### config.mk
export PLATFORM = sky130hd
export DESIGN_NAME = wb_port_arbiter
export DESIGN_NICKNAME = d
export VERILOG_FILES = /design/src/rtl/wb_port_arbiter.sv
export SDC_FILE = /design/constraint.sdc
export NUM_CORES = 1
export LEC_CHECK = 0
export ABC_CLOCK_PERIOD_IN_PS = 6140
export CAP_MARGIN = 10
export CELL_PAD_IN_SITES_DETAIL_PLACEMENT = 1
export CELL_PAD_IN_SITES_GLOBAL_PLACEMENT = 2
export CORE_MARGIN = 1.5
export CORE_UTILIZATION = 47
export CTS_BUF_LIST = sky130_fd_sc_hd__clkbuf_2
export DETAILED_ROUTE_END_ITERATION = 7
export DONT_BUFFER_PORTS = 1
export GPL_ROUTABILITY_DRIVEN = 1
export PLACE_DENSITY = 0.95
export SLEW_MARGIN = 20
export SYNTH_ARGS = -nofsm -noshare
export SYNTH_HDL_FRONTEND = slang
export SYNTH_SLANG_ARGS = --single-unit
### constraint.sdc
create_clock -name i_aclk -period 6.14 [get_ports i_aclk]
set_input_delay 0.921 -clock i_aclk [delete_from_list [all_inputs] [get_ports i_aclk]]
set_output_delay 0.921 -clock i_aclk [all_outputs]
set_load 0.01 [all_outputs]
### src/rtl/wb_port_arbiter.sv
// Register-file write-port arbiter: pipeline write-back (P) has priority over a
// FIFO-buffered long-latency stream (L), with a starvation guard and WAW kill.
module wb_port_arbiter #(
  parameter int DATA_SIZE  = 32,
  parameter int NUM_REGS   = 32,
  parameter int FIFO_DEPTH = 2,
  parameter int MAX_WAIT   = 4,
  localparam int AW = $clog2(NUM_REGS),
  localparam int CW = $clog2(FIFO_DEPTH + 1)
) (
  input  logic                 i_aclk,
  input  logic                 i_reset,
  input  logic                 i_p_valid,
  input  logic [AW-1:0]        i_p_addr,
  input  logic [DATA_SIZE-1:0] i_p_data,
  output logic                 o_p_stall,
  input  logic                 i_l_valid,
  output logic                 o_l_ready,
  input  logic [AW-1:0]        i_l_addr,
  input  logic [DATA_SIZE-1:0] i_l_data,
  output logic                 o_wb,
  output logic [AW-1:0]        o_wb_addr,
  output logic [DATA_SIZE-1:0] o_wb_data,
  output logic [CW-1:0]        o_l_count
);

  localparam int PW = (FIFO_DEPTH > 1) ? $clog2(FIFO_DEPTH) : 1;
  localparam int WW = $clog2(MAX_WAIT + 1);

  logic [AW-1:0]        r_addr [FIFO_DEPTH];
  logic [DATA_SIZE-1:0] r_data [FIFO_DEPTH];
  logic [FIFO_DEPTH-1:0] r_kill;
  logic [PW-1:0]        r_head;
  logic [PW-1:0]        r_tail;
  logic [CW-1:0]        r_count;
  logic [WW-1:0]        r_wait;
  logic                 r_wb;
  logic [AW-1:0]        r_wb_addr;
  logic [DATA_SIZE-1:0] r_wb_data;

  logic                 w_ready;
  logic                 w_push;
  logic                 w_pop;
  logic                 w_live_head;
  logic                 w_starve;
  logic                 w_grant_p;
  logic                 w_grant_l;
  logic                 w_kill_en;
  logic [AW-1:0]        w_head_addr;
  logic [DATA_SIZE-1:0] w_head_data;
  logic [CW-1:0]        w_next_count;

  function automatic logic [PW-1:0] ptr_inc(input logic [PW-1:0] p);
    if (p == PW'(FIFO_DEPTH - 1)) return '0;
    else return p + PW'(1);
  endfunction

  assign w_head_addr = r_addr[r_head];
  assign w_head_data = r_data[r_head];

  // Ready ignores a same-cycle pop so there is no ready<-grant<-input path.
  assign w_ready     = !i_reset && (r_count < CW'(FIFO_DEPTH));
  assign w_push      = i_l_valid && w_ready;
  assign w_live_head = (r_count != '0) && !r_kill[r_head];
  assign w_starve    = w_live_head && (r_wait == WW'(MAX_WAIT));

  assign w_grant_l = w_starve || (!i_p_valid && w_live_head);
  assign w_grant_p = !w_starve && i_p_valid;
  // A killed head leaves without touching the port, even alongside a P grant.
  assign w_pop     = (r_count != '0) && (r_kill[r_head] || w_grant_l);
  assign w_kill_en = w_grant_p && (i_p_addr != '0);

  // NOTE: combinational blocks assign a default first so no path infers a latch.
  always_comb begin
    w_next_count = r_count;
    case ({w_push, w_pop})
      2'b10:   w_next_count = r_count + CW'(1);
      2'b01:   w_next_count = r_count - CW'(1);
      default: w_next_count = r_count;
    endcase
  end

  // NOTE: sequential state uses non-blocking assignments so every flop samples
  // pre-edge values regardless of statement order.
  always_ff @(posedge i_aclk) begin
    if (i_reset) begin
      r_head  <= '0;
      r_tail  <= '0;
      r_count <= '0;
    end else begin
      if (w_push) r_tail <= ptr_inc(r_tail);
      if (w_pop)  r_head <= ptr_inc(r_head);
      r_count <= w_next_count;
    end
  end

  // A younger P write supersedes every queued L write to the same register,
  // including the one being pushed this cycle.
  always_ff @(posedge i_aclk) begin
    if (i_reset) begin
      r_kill <= '0;
    end else begin
      for (int i = 0; i < FIFO_DEPTH; i++) begin
        if (w_kill_en && (r_addr[i] == i_p_addr)) r_kill[i] <= 1'b1;
      end
      if (w_push) r_kill[r_tail] <= w_kill_en && (i_l_addr == i_p_addr);
    end
  end

  // NOTE: payload storage is not reset; occupancy and kill bits gate every use.
  always_ff @(posedge i_aclk) begin
    if (w_push) begin
      r_addr[r_tail] <= i_l_addr;
      r_data[r_tail] <= i_l_data;
    end
  end

  always_ff @(posedge i_aclk) begin
    if (i_reset) begin
      r_wait <= '0;
    end else if (!w_live_head || w_grant_l) begin
      r_wait <= '0;
    end else if (r_wait != WW'(MAX_WAIT)) begin
      r_wait <= r_wait + WW'(1);
    end
  end

  always_ff @(posedge i_aclk) begin
    if (i_reset) begin
      r_wb      <= 1'b0;
      r_wb_addr <= '0;
      r_wb_data <= '0;
    end else begin
      r_wb <= (w_grant_p && (i_p_addr != '0)) ||
              (w_grant_l && (w_head_addr != '0));
      if (w_grant_p) begin
        r_wb_addr <= i_p_addr;
        r_wb_data <= i_p_data;
      end else if (w_grant_l) begin
        r_wb_addr <= w_head_addr;
        r_wb_data <= w_head_data;
      end
    end
  end

  assign o_p_stall = w_starve;
  assign o_l_ready = w_ready;
  assign o_wb      = r_wb;
  assign o_wb_addr = r_wb_addr;
  assign o_wb_data = r_wb_data;
  assign o_l_count = r_count;

endmodule

### Word-level counts from Yosys, hierarchy flattened

Memory sizes are Yosys's and may differ from the RTL's. A register that Yosys moved wholly into a read port is not among the register bits.
Index checks and enable logic that the tools add are counted.

* $add $sub $neg: 5
* order comparisons: 4
* eq/ne operators: 7
* muxes and demuxes: 23
* reductions and logical operators: 28

Operators by type and width (count)
* 32-bit two-way mux: 2
* 5-bit == test: 3
* 1-bit two-way mux: 15
* 1-bit logical AND: 13
* 5-bit two-way mux: 2
* 5-bit nonzero test: 2
* 2-bit nonzero test: 3
* 1-bit zero test: 5
* 1-bit logical OR: 4
* 1-bit by 2-bit < comparator with 1-bit output (second input constant): 2
* 2-bit one-hot mux with 2 select lines: 1
* 3-bit by 1-bit adder with 3-bit output (second input constant): 1
* 3-bit == test (second input constant): 1
* 3-bit inequality test (second input constant): 1
* 1-bit adder (second input constant): 2
* 2-bit by 1-bit adder with 2-bit output (second input constant): 1
* 2-bit bitwise mux: 1
* 2-bit by 1-bit == test with 1-bit output (second input constant): 1
* 2-bit == test (second input constant): 1
* 2-bit < comparator (second input constant): 1
* 2-bit two-way mux: 1
* 2-bit OR reduction: 1
* 2-bit by 1-bit subtractor with 2-bit output (second input constant): 1
* 1-bit demux with 1-bit select: 1
* 1-bit greater-or-equal comparator (second input constant): 1

* flip-flop bits (word level): 47
* memory bits (writable): 74
* input port bits: 78
* output and inout bits: 42
* word-level logic and storage cells: 77
* memories kept: 2

Memories
* r_data: words 2, bits a word 32, read ports 1, clocked after memory_dff 1, write ports 1, line 31 `logic [DATA_SIZE-1:0] r_data [FIFO_DEPTH];`
* r_addr: words 2, bits a word 5, read ports 3, clocked after memory_dff 1, write ports 1, line 30 `logic [AW-1:0] r_addr [FIFO_DEPTH];`

### Depth between registers and ports, before layout

Gate-level depths: netlist (run 1).

* word-level depth: 13
* mapped depth: 9

### Worst setup path before layout (run 1)

OpenSTA, ideal clock, no wires.

* path kind: input port to flip-flop
* from: in i_reset
* to: reg r_kill[0]
* setup time: 0.102 ns
* arrival: 3.407 ns
* required time: 6.038 ns
* path slack: 2.631 ns
* cell stages on the path: 4
* path buffers: 0
* cell sequence: or3b_2 -> nor2_1 -> nor2_1 -> a221oi_1

* longest elaborated chain between the ends: 4

RTL lines
* start: declaration: line 12 `input logic i_reset,`
* 1-bit zero test: line 62 `assign w_ready = !i_reset && (r_count < CW'(FIFO_DEPTH));`
* 1-bit logical AND: line 62
* 1-bit logical AND: line 63 `assign w_push = i_l_valid && w_ready;`
* 2-bit two-way mux: line 106 `if (w_push) r_kill[r_tail] <= w_kill_en && (i_l_addr == i_p_addr);`
* end signal: indexed assignment: line 106
* end: declaration: line 32 `logic [FIFO_DEPTH-1:0] r_kill;`

Parallel ways exist; a longest one is shown, timed or not.
A chain may end at the register's enable or synchronous reset.

### Worst setup path in the final report (run 1)

* from: reg r_count[1], in the netlist o_l_count[1]
* to: out o_p_stall

* longest elaborated chain between the ends: 3

RTL lines
* start: declaration: line 35 `logic [CW-1:0] r_count;`
* start signal: assignment: line 93 `r_count <= w_next_count;`
* 2-bit nonzero test: line 64 `assign w_live_head = (r_count != '0) && !r_kill[r_head];`
* 1-bit logical AND: line 64
* 1-bit logical AND: line 65 `assign w_starve = w_live_head && (r_wait == WW'(MAX_WAIT));`
* end: declaration: line 16 `output logic o_p_stall,`

No other way between the ends.

==> results.py, run 1 <==
metrics = {
    "logic_synthesis": {
        "avgSynthCellArea_sq_um": 13.1,
        "ys_seq_area_share_pct": 57.2,
        "yosysUniqueCellTypes": 36,
        "synth.cell_area_sq_um": 5570,
        "yosysMostFrequentCell": "edfxtp_1",
        "synth_top_area_share_pct": 39.9,
        "syn_inst": 424,
        "synthTopCellsByCount": "74 x edfxtp_1, 48 x dfxtp_1, 42 x nor3_1",
        "async_reset_ff_share_pct": 0,
        "yosys_warnings": 0,
        "synth_nets": 505,
        "ys_ff_latch": 122,
        "synth-edff-count": 74,
        "yosysTopAreaCell": "edfxtp_1",
        "synth_top_cells_by_area": "edfxtp_1 40%, dfxtp_1 17%, a2111oi_2 8.4%",
        "synth_flop_cell": "edfxtp_1",
    },
    "final_layout": {
        "nFillCells": 1122,
        "areaGrowthSynthToFinish_pct": 5.32,
        "multiInputGateArea_sq_um": 2180,
        "final-seq-area_sq_um": 3180,
        "layout-drive-gt1-share_pct": 18.3,
        "final_cells": 558,
        "final_nets": 484,
        "diodes": 0,
    },
    "drt": {
        "via_per_inst": 6.42,
        "first_iter_violations": 208,
        "ant_nets": 0,
        "via_count": 3581,
        "wirelength_microns": 13500,
        "wl_per_cell_microns": 24.2,
        "post-route-drc-count": 0,
        "drt-pass1-iter-count": 4,
    },
    "clock_tree": {
        "cts_root_buffer": "clkbuf_2",
        "cts_resized": 0,
        "clock_latency_ns": 0.69,
        "clk_pin_slew_ns": 0.17,
        "cts_setup_buffers": 0,
        "cts_tree": "yes",
        "cts_sinks": 122,
        "htree_levels": 4,
        "cts_made_buffers": 17,
        "postCtsHoldBufs": 0,
        "clock_path_buffers": 2,
    },
    "timing": {
        "skew_ns": 0.0348,
        "clock.fmax_mhz": 257,
        "slew_headroom_pct": 27.6,
        "period_needed_ns": 3.89,
        "fin_setup_tns_ns": 0,
        "rsz0062_at_grt": "no",
        "worst_pin_slew_ns": 1.09,
        "slew_violations": 0,
        "finalHoldViolCount": 0,
        "finalCritPeriodShare_pct": 63.4,
        "setup_violations": 0,
    },
    "placed_design": {
        "globalplace.congestion": 0.829,
        "dp.cells": 526,
        "dpl.hpwl_microns": 8400,
        "io_buffers": 0,
    },
    "pwr": {
        "p_comb_share_pct": 26.6,
        "p_per_area_nw_per_um2": 378,
        "seqPwrFrac_pct": 48.3,
        "p_int_mw": 1.47,
        "p_clk_share_pct": 25.1,
        "vdd.ir_drop.worst_mv": 0.277,
        "switchingPower_uw": 747,
        "p_leak_nw": 1.78,
        "switching_share_pct": 33.7,
    },
    "worst_setup_path": {
        "crit_arrival_ns": 2.97,
        "critical_path_class": "reg -> out",
        "cp-start-kind": "register",
        "end_kind": "output pin",
        "critPathMaxFanout": 44,
        "crit_family": "simple AND/OR/NAND/NOR gates",
        "cp_slowest_stage_delay_ns": 0.85,
        "crit_slowest_cell": "nor2_4",
        "worstPathCellList": "nor2_4 -> or3_4 -> clkinv_2",
        "required_ns": 5.22,
        "critPathBufInv": 1,
    },
    "floorplan": {
        "die_area_sq_um": 12500,
        "initial_core_util_pct": 48.6,
        "placementRows": 39,
        "die_w_microns": 112,
        "core_area_sq_um": 11500,
        "dieHeight_microns": 112,
        "io_pins": 120,
    },
    "global_route": {
        "track_usage_pct": 22.5,
        "antenna_found_initial": 0,
        "grt_max_degree": 82,
        "grt_pass1_wl_microns": 21500,
        "grt_pass1_vias": 3980,
        "grt.overflow.total": 0,
    },
    "min_path": {
        "hold_path.class": "in -> reg",
    },
    "job": {
        "maxCapViolations": 0,
    },
    "outcome": {
        "outcome": "completed",
    },
}
-- cells in the final DEF, fill, tap and decap left out, drive strengths merged, types with 4 or more instances in the layout --
cell type  synthesis  routed
edfxtp            74      74
dfxtp             48      48
nor3              42      42
mux2i             39      39
a211oi            37      37
nor3b             37      37
a2111oi           37      37
clkbuf            24      21
nor2              13      13
xor2              11      11
xnor2              8       8
clkinv             0       6
bufinv             0       4
and3               4       4
buf               20       4
-- final cells by class --
class                   count  share of cell area (%)
flip-flops and latches    122                    54.3
clock buffers              21                    1.79
repair buffers              4                   0.853
multi-input cells         255                    37.2
clock inverters            10                    2.58
well taps                 143                    3.05
inverters                   3                   0.213
-- registers in the layout, summed over array words and instances, names as in the netlist, named ones only --
name	cells
r_head	1
r_tail	1
r_addr	10
o_wb	1
o_wb_addr	5
r_kill	2
r_wait	3
o_l_count	2
r_data	64
o_wb_data	32
-- power groups by stage --
| stage | clock (mW) | combinational [mW] | sequential, mW |
|---|---|---|---|
| detailed placement | 0 | 0.571 | 1.09 |
| global placement | 0 | 0.545 | 1.08 |
| finish | 0.556 | 0.590 | 1.07 |
| floorplan | 0 | 0.486 | 1.05 |
| global route | 0.602 | 0.647 | 1.08 |
| CTS | 0.574 | 0.574 | 1.07 |
-- worst register-to-register path, stage by stage, from the launching register on --
cell and delay, ns:
dfxtp_1 0.47, nor2_4 0.85, or3_4 0.35, clkinv_2 0.62
buf_4 0.60, nor3b_1 0.42, a2111oi_4 0.07
-- layer usage --
| layer | GRT usage (%) | vias up | routed length (microns) |
|---|---|---|---|
| met5 | 0 | - | 0 |
| li1 | - | 1626 | - |
| met3 | 10.6 | 19 | 1180 |
| met2 | 37.1 | 117 | 6780 |
| met1 | 25.2 | 1819 | 5350 |
| met4 | 9.11 | 0 | 222 |
-- cell families (layout without fill, tap and decap cells) --
| logic type | count (synthesis) | in the layout | synth area share, % |
|---|---|---|---|
| muxes | 40 | 40 | 7.28 |
| AOI/OAI and AO/OA | 83 | 83 | 16.1 |
| buffers and inverters | 47 | 38 | 4.13 |
| DFF | 122 | 122 | 57.2 |
| adders and majority gates | 3 | 3 | 0.674 |
| xor gates and xnor gates | 19 | 19 | 2.99 |
| and+or+nand+nor | 110 | 110 | 11.7 |
-- path summary, 6_finish.rpt --
kind	start	to	slack, ns	cells after the start
max	o_l_count[1]	o_p_stall	2.25	3
min	i_reset	o_wb_data[24]	0.29	1
max reg2reg	o_l_count[1]	o_wb_data[2]	2.63	6
min reg2reg	r_wait[0]	r_wait[0]	0.46	1
-- per-stage QoR --
step | utilization [%] | area [sq um] | setup slack [ns] | power [mW] | hold WS (ns)
after floorplan | - | 5570 | 2.63 | 1.53 | 0.430
after global placement | 48.7 | 5580 | 2.80 | 1.63 | 0.439
after detailed placement | 48.7 | 5580 | 2.68 | 1.66 | 0.449
after CTS | 50.9 | 5840 | 2.16 | 2.22 | 0.198
after global routing | 51.2 | 5870 | 1.97 | 2.33 | 0.167
final | 51.2 | 5870 | 2.25 | 2.22 | 0.291
No activity file was read; power rests on OpenSTA's default activity.
==> run 2, diff against run 1 <==
- ABC_AREA: default -> 1
- ABC_CLOCK_PERIOD_IN_PS: 6140 -> 3200
- CORE_UTILIZATION: 47 -> 36
- PLACE_DENSITY: 0.95 -> 0.88
- clock period: 6.14 -> 3.2 ns (I/O delays scaled with it)
==> run 2 against run 1 <==
Routed wire length increased by 1.1%. Sequential share of layout area decreased by 3.2 points. Cell count increased by 43%. Flip-flop and latch count unchanged. Total power increased by 83%. Register-to-register slack got worse by 2.0 ns. Synthesized cell count increased by 24%. First-iteration DRC count decreased by 11%. Critical endpoint is now o_wb_data[12]. Highest routed layer unchanged.
==> results.py, run 2 <==
metrics = {
    "final_layout": {
        "areaGrowthSynthToFinish_pct": 21.9,
        "layout-drive-gt1-share_pct": 7.49,
        "final_cell_area_sq_um": 6240,
        "final_nets": 682,
        "largest_reg_flops": 64,
        "final_common_cell": "nand2_1",
        "final_cells": 796,
        "largest_register": "r_data",
        "postLayoutCoreUtil_pct": 44.9,
        "mostFrequentLayoutCells": "184 x nand2_1, 78 x dlygate4sd3_1, 74 x edfxtp_1",
    },
    "floorplan": {
        "placementRows": 43,
        "die_area_sq_um": 14900,
        "die_w_microns": 122,
        "initial_core_util_pct": 36.9,
        "core_area_sq_um": 13900,
        "io_pins": 120,
        "dieHeight_microns": 122,
    },
    "worst_setup_path": {
        "critPathMaxFanout": 26,
        "cp-start-kind": "register",
        "end_kind": "register",
        "crit_arrival_ns": 3.15,
        "critical_path_class": "reg -> reg",
        "reg2reg_depth": 8,
        "required_ns": 3.80,
    },
    "placed_design": {
        "io_buffers": 0,
        "dpl.hpwl_microns": 8780,
        "place_area_sq_um": 5210,
        "globalplace.congestion": 0.768,
        "dp.cells": 683,
    },
    "logic_synthesis": {
        "synth_flop_cell": "edfxtp_1",
        "yosys_warnings": 0,
        "yosysMostFrequentCell": "nand2_1",
        "syn_inst": 527,
        "synth_top_area_share_pct": 43.4,
        "async_reset_ff_share_pct": 0,
        "yosysUniqueCellTypes": 30,
        "yosysTopAreaCell": "edfxtp_1",
        "ys_seq_area_share_pct": 62.2,
        "ys_ff_latch": 122,
        "synth-edff-count": 74,
        "synth_top_cells_by_area": "edfxtp_1 43%, dfxtp_1 19%, nand2_1 13%",
        "synth.cell_area_sq_um": 5120,
        "avgSynthCellArea_sq_um": 9.71,
        "synthTopCellsByCount": "184 x nand2_1, 74 x edfxtp_1, 48 x dfxtp_1",
        "synth_nets": 608,
    },
    "clock_tree": {
        "cts_setup_buffers": 0,
        "clock_latency_ns": 0.70,
        "postCtsHoldBufs": 79,
        "htree_levels": 4,
        "clk_pin_slew_ns": 0.19,
        "cts_root_buffer": "clkbuf_2",
        "cts_resized": 0,
        "cts_made_buffers": 17,
        "clock_path_buffers": 2,
        "cts_tree": "yes",
        "cts_sinks": 122,
    },
    "global_route": {
        "grt_max_degree": 40,
        "grt_util_met2_pct": 34.4,
        "antenna_found_initial": 1,
        "track_usage_pct": 19.3,
        "grt_pass1_wl_microns": 21500,
        "grtUsageMet3_pct": 5.16,
        "grt.overflow.total": 0,
        "grt_util_met1_pct": 21.4,
        "top_usage_layer": "met2",
        "grt_pass1_vias": 4290,
    },
    "drt": {
        "drt-pass1-iter-count": 4,
        "via_per_inst": 4.88,
        "first_iter_violations": 186,
        "via_count": 3888,
        "ant_nets": 0,
        "wirelength_microns": 13700,
        "wl_per_cell_microns": 17.2,
        "post-route-drc-count": 0,
    },
    "timing": {
        "setup_violations": 0,
        "slew_headroom_pct": 41.1,
        "worst_pin_slew_ns": 0.882,
        "period_needed_ns": 2.55,
        "fin_setup_tns_ns": 0,
        "skew_ns": 0.0258,
        "slew_violations": 0,
        "finalCritPeriodShare_pct": 79.6,
        "finalHoldViolCount": 0,
        "clock.fmax_mhz": 393,
        "rsz0062_at_grt": "no",
    },
    "pwr": {
        "p_per_area_nw_per_um2": 649,
        "power_mw": 4.05,
        "vdd.ir_drop.worst_mv": 0.285,
        "p_leak_nw": 2.49,
    },
    "job": {
        "maxCapViolations": 0,
    },
    "min_path": {
        "hold_path.class": "in -> reg",
        "hold_depth": 5,
    },
    "outcome": {
        "outcome": "completed",
    },
}
==> run 2: power by group <==
part | switching, mW | internal [mW]
clock | 0.591 | 0.338
combinational | 0.716 | 0.355
sequential | 0.176 | 1.88
==> run 2: cells by family after synthesis <==
family / after synthesis / synth area share, %
simple gates: 244 / 19.2
flops: 122 / 62.2
buf+inv: 69 / 6.19
compound gates: 62 / 6.77
xor+xnor: 17 / 2.91
mux: 10 / 1.96
fa+ha+maj: 3 / 0.734
==> run 2: through the flow <==
step,worst slack [ns],hold slack (ns)
after floorplan,0.339,0.455
after global placement,1.07,0.467
after detailed placement,0.973,0.490
after CTS,0.663,0.0501
after global routing,0.409,0.0719
final,0.654,0.114
==> run 2: worst paths after layout <==
kind	from	slack, ns	to
worst min-delay path	i_p_addr[3]	0.11	r_kill[0]
worst max register to register	o_l_count[0]	0.65	o_wb_data[12]
worst min register to register	r_wait[0]	0.51	r_wait[0]
worst max-delay path	o_l_count[0]	0.65	o_wb_data[12]
==> run 2: final cells by class <==
class | count | area (sq um)
Multi-Input combinational cell | 336 | 1620
Clock inverter | 15 | 134
Timing Repair Buffer | 81 | 816
Fill cell | 1613 | 7640
Inverter | 43 | 165
Clock buffer | 17 | 85.1
Antenna cell | 2 | 5.00
Sequential cell | 122 | 3180
Tap cell | 180 | 225
==> run 2: critical path, cell delays in order (launching register included) <==
cell	delay, ns
dfxtp_1	0.53
nor2_2	0.09
inv_1	0.11
nand2_2	0.08
nand2_2	0.32
clkinv_2	0.48
nand2_1	0.18
a31oi_1	0.09
dlygate4sd3_1	0.55
==> run 2: layer usage <==
| metal | vias up | wire length [microns] |
|---|---|---|
| li1 | 1894 | - |
| met1 | 1878 | 5730 |
| met2 | 95 | 7020 |
| met3 | 21 | 650 |
| met4 | 0 | 276 |
| met5 | - | 0 |
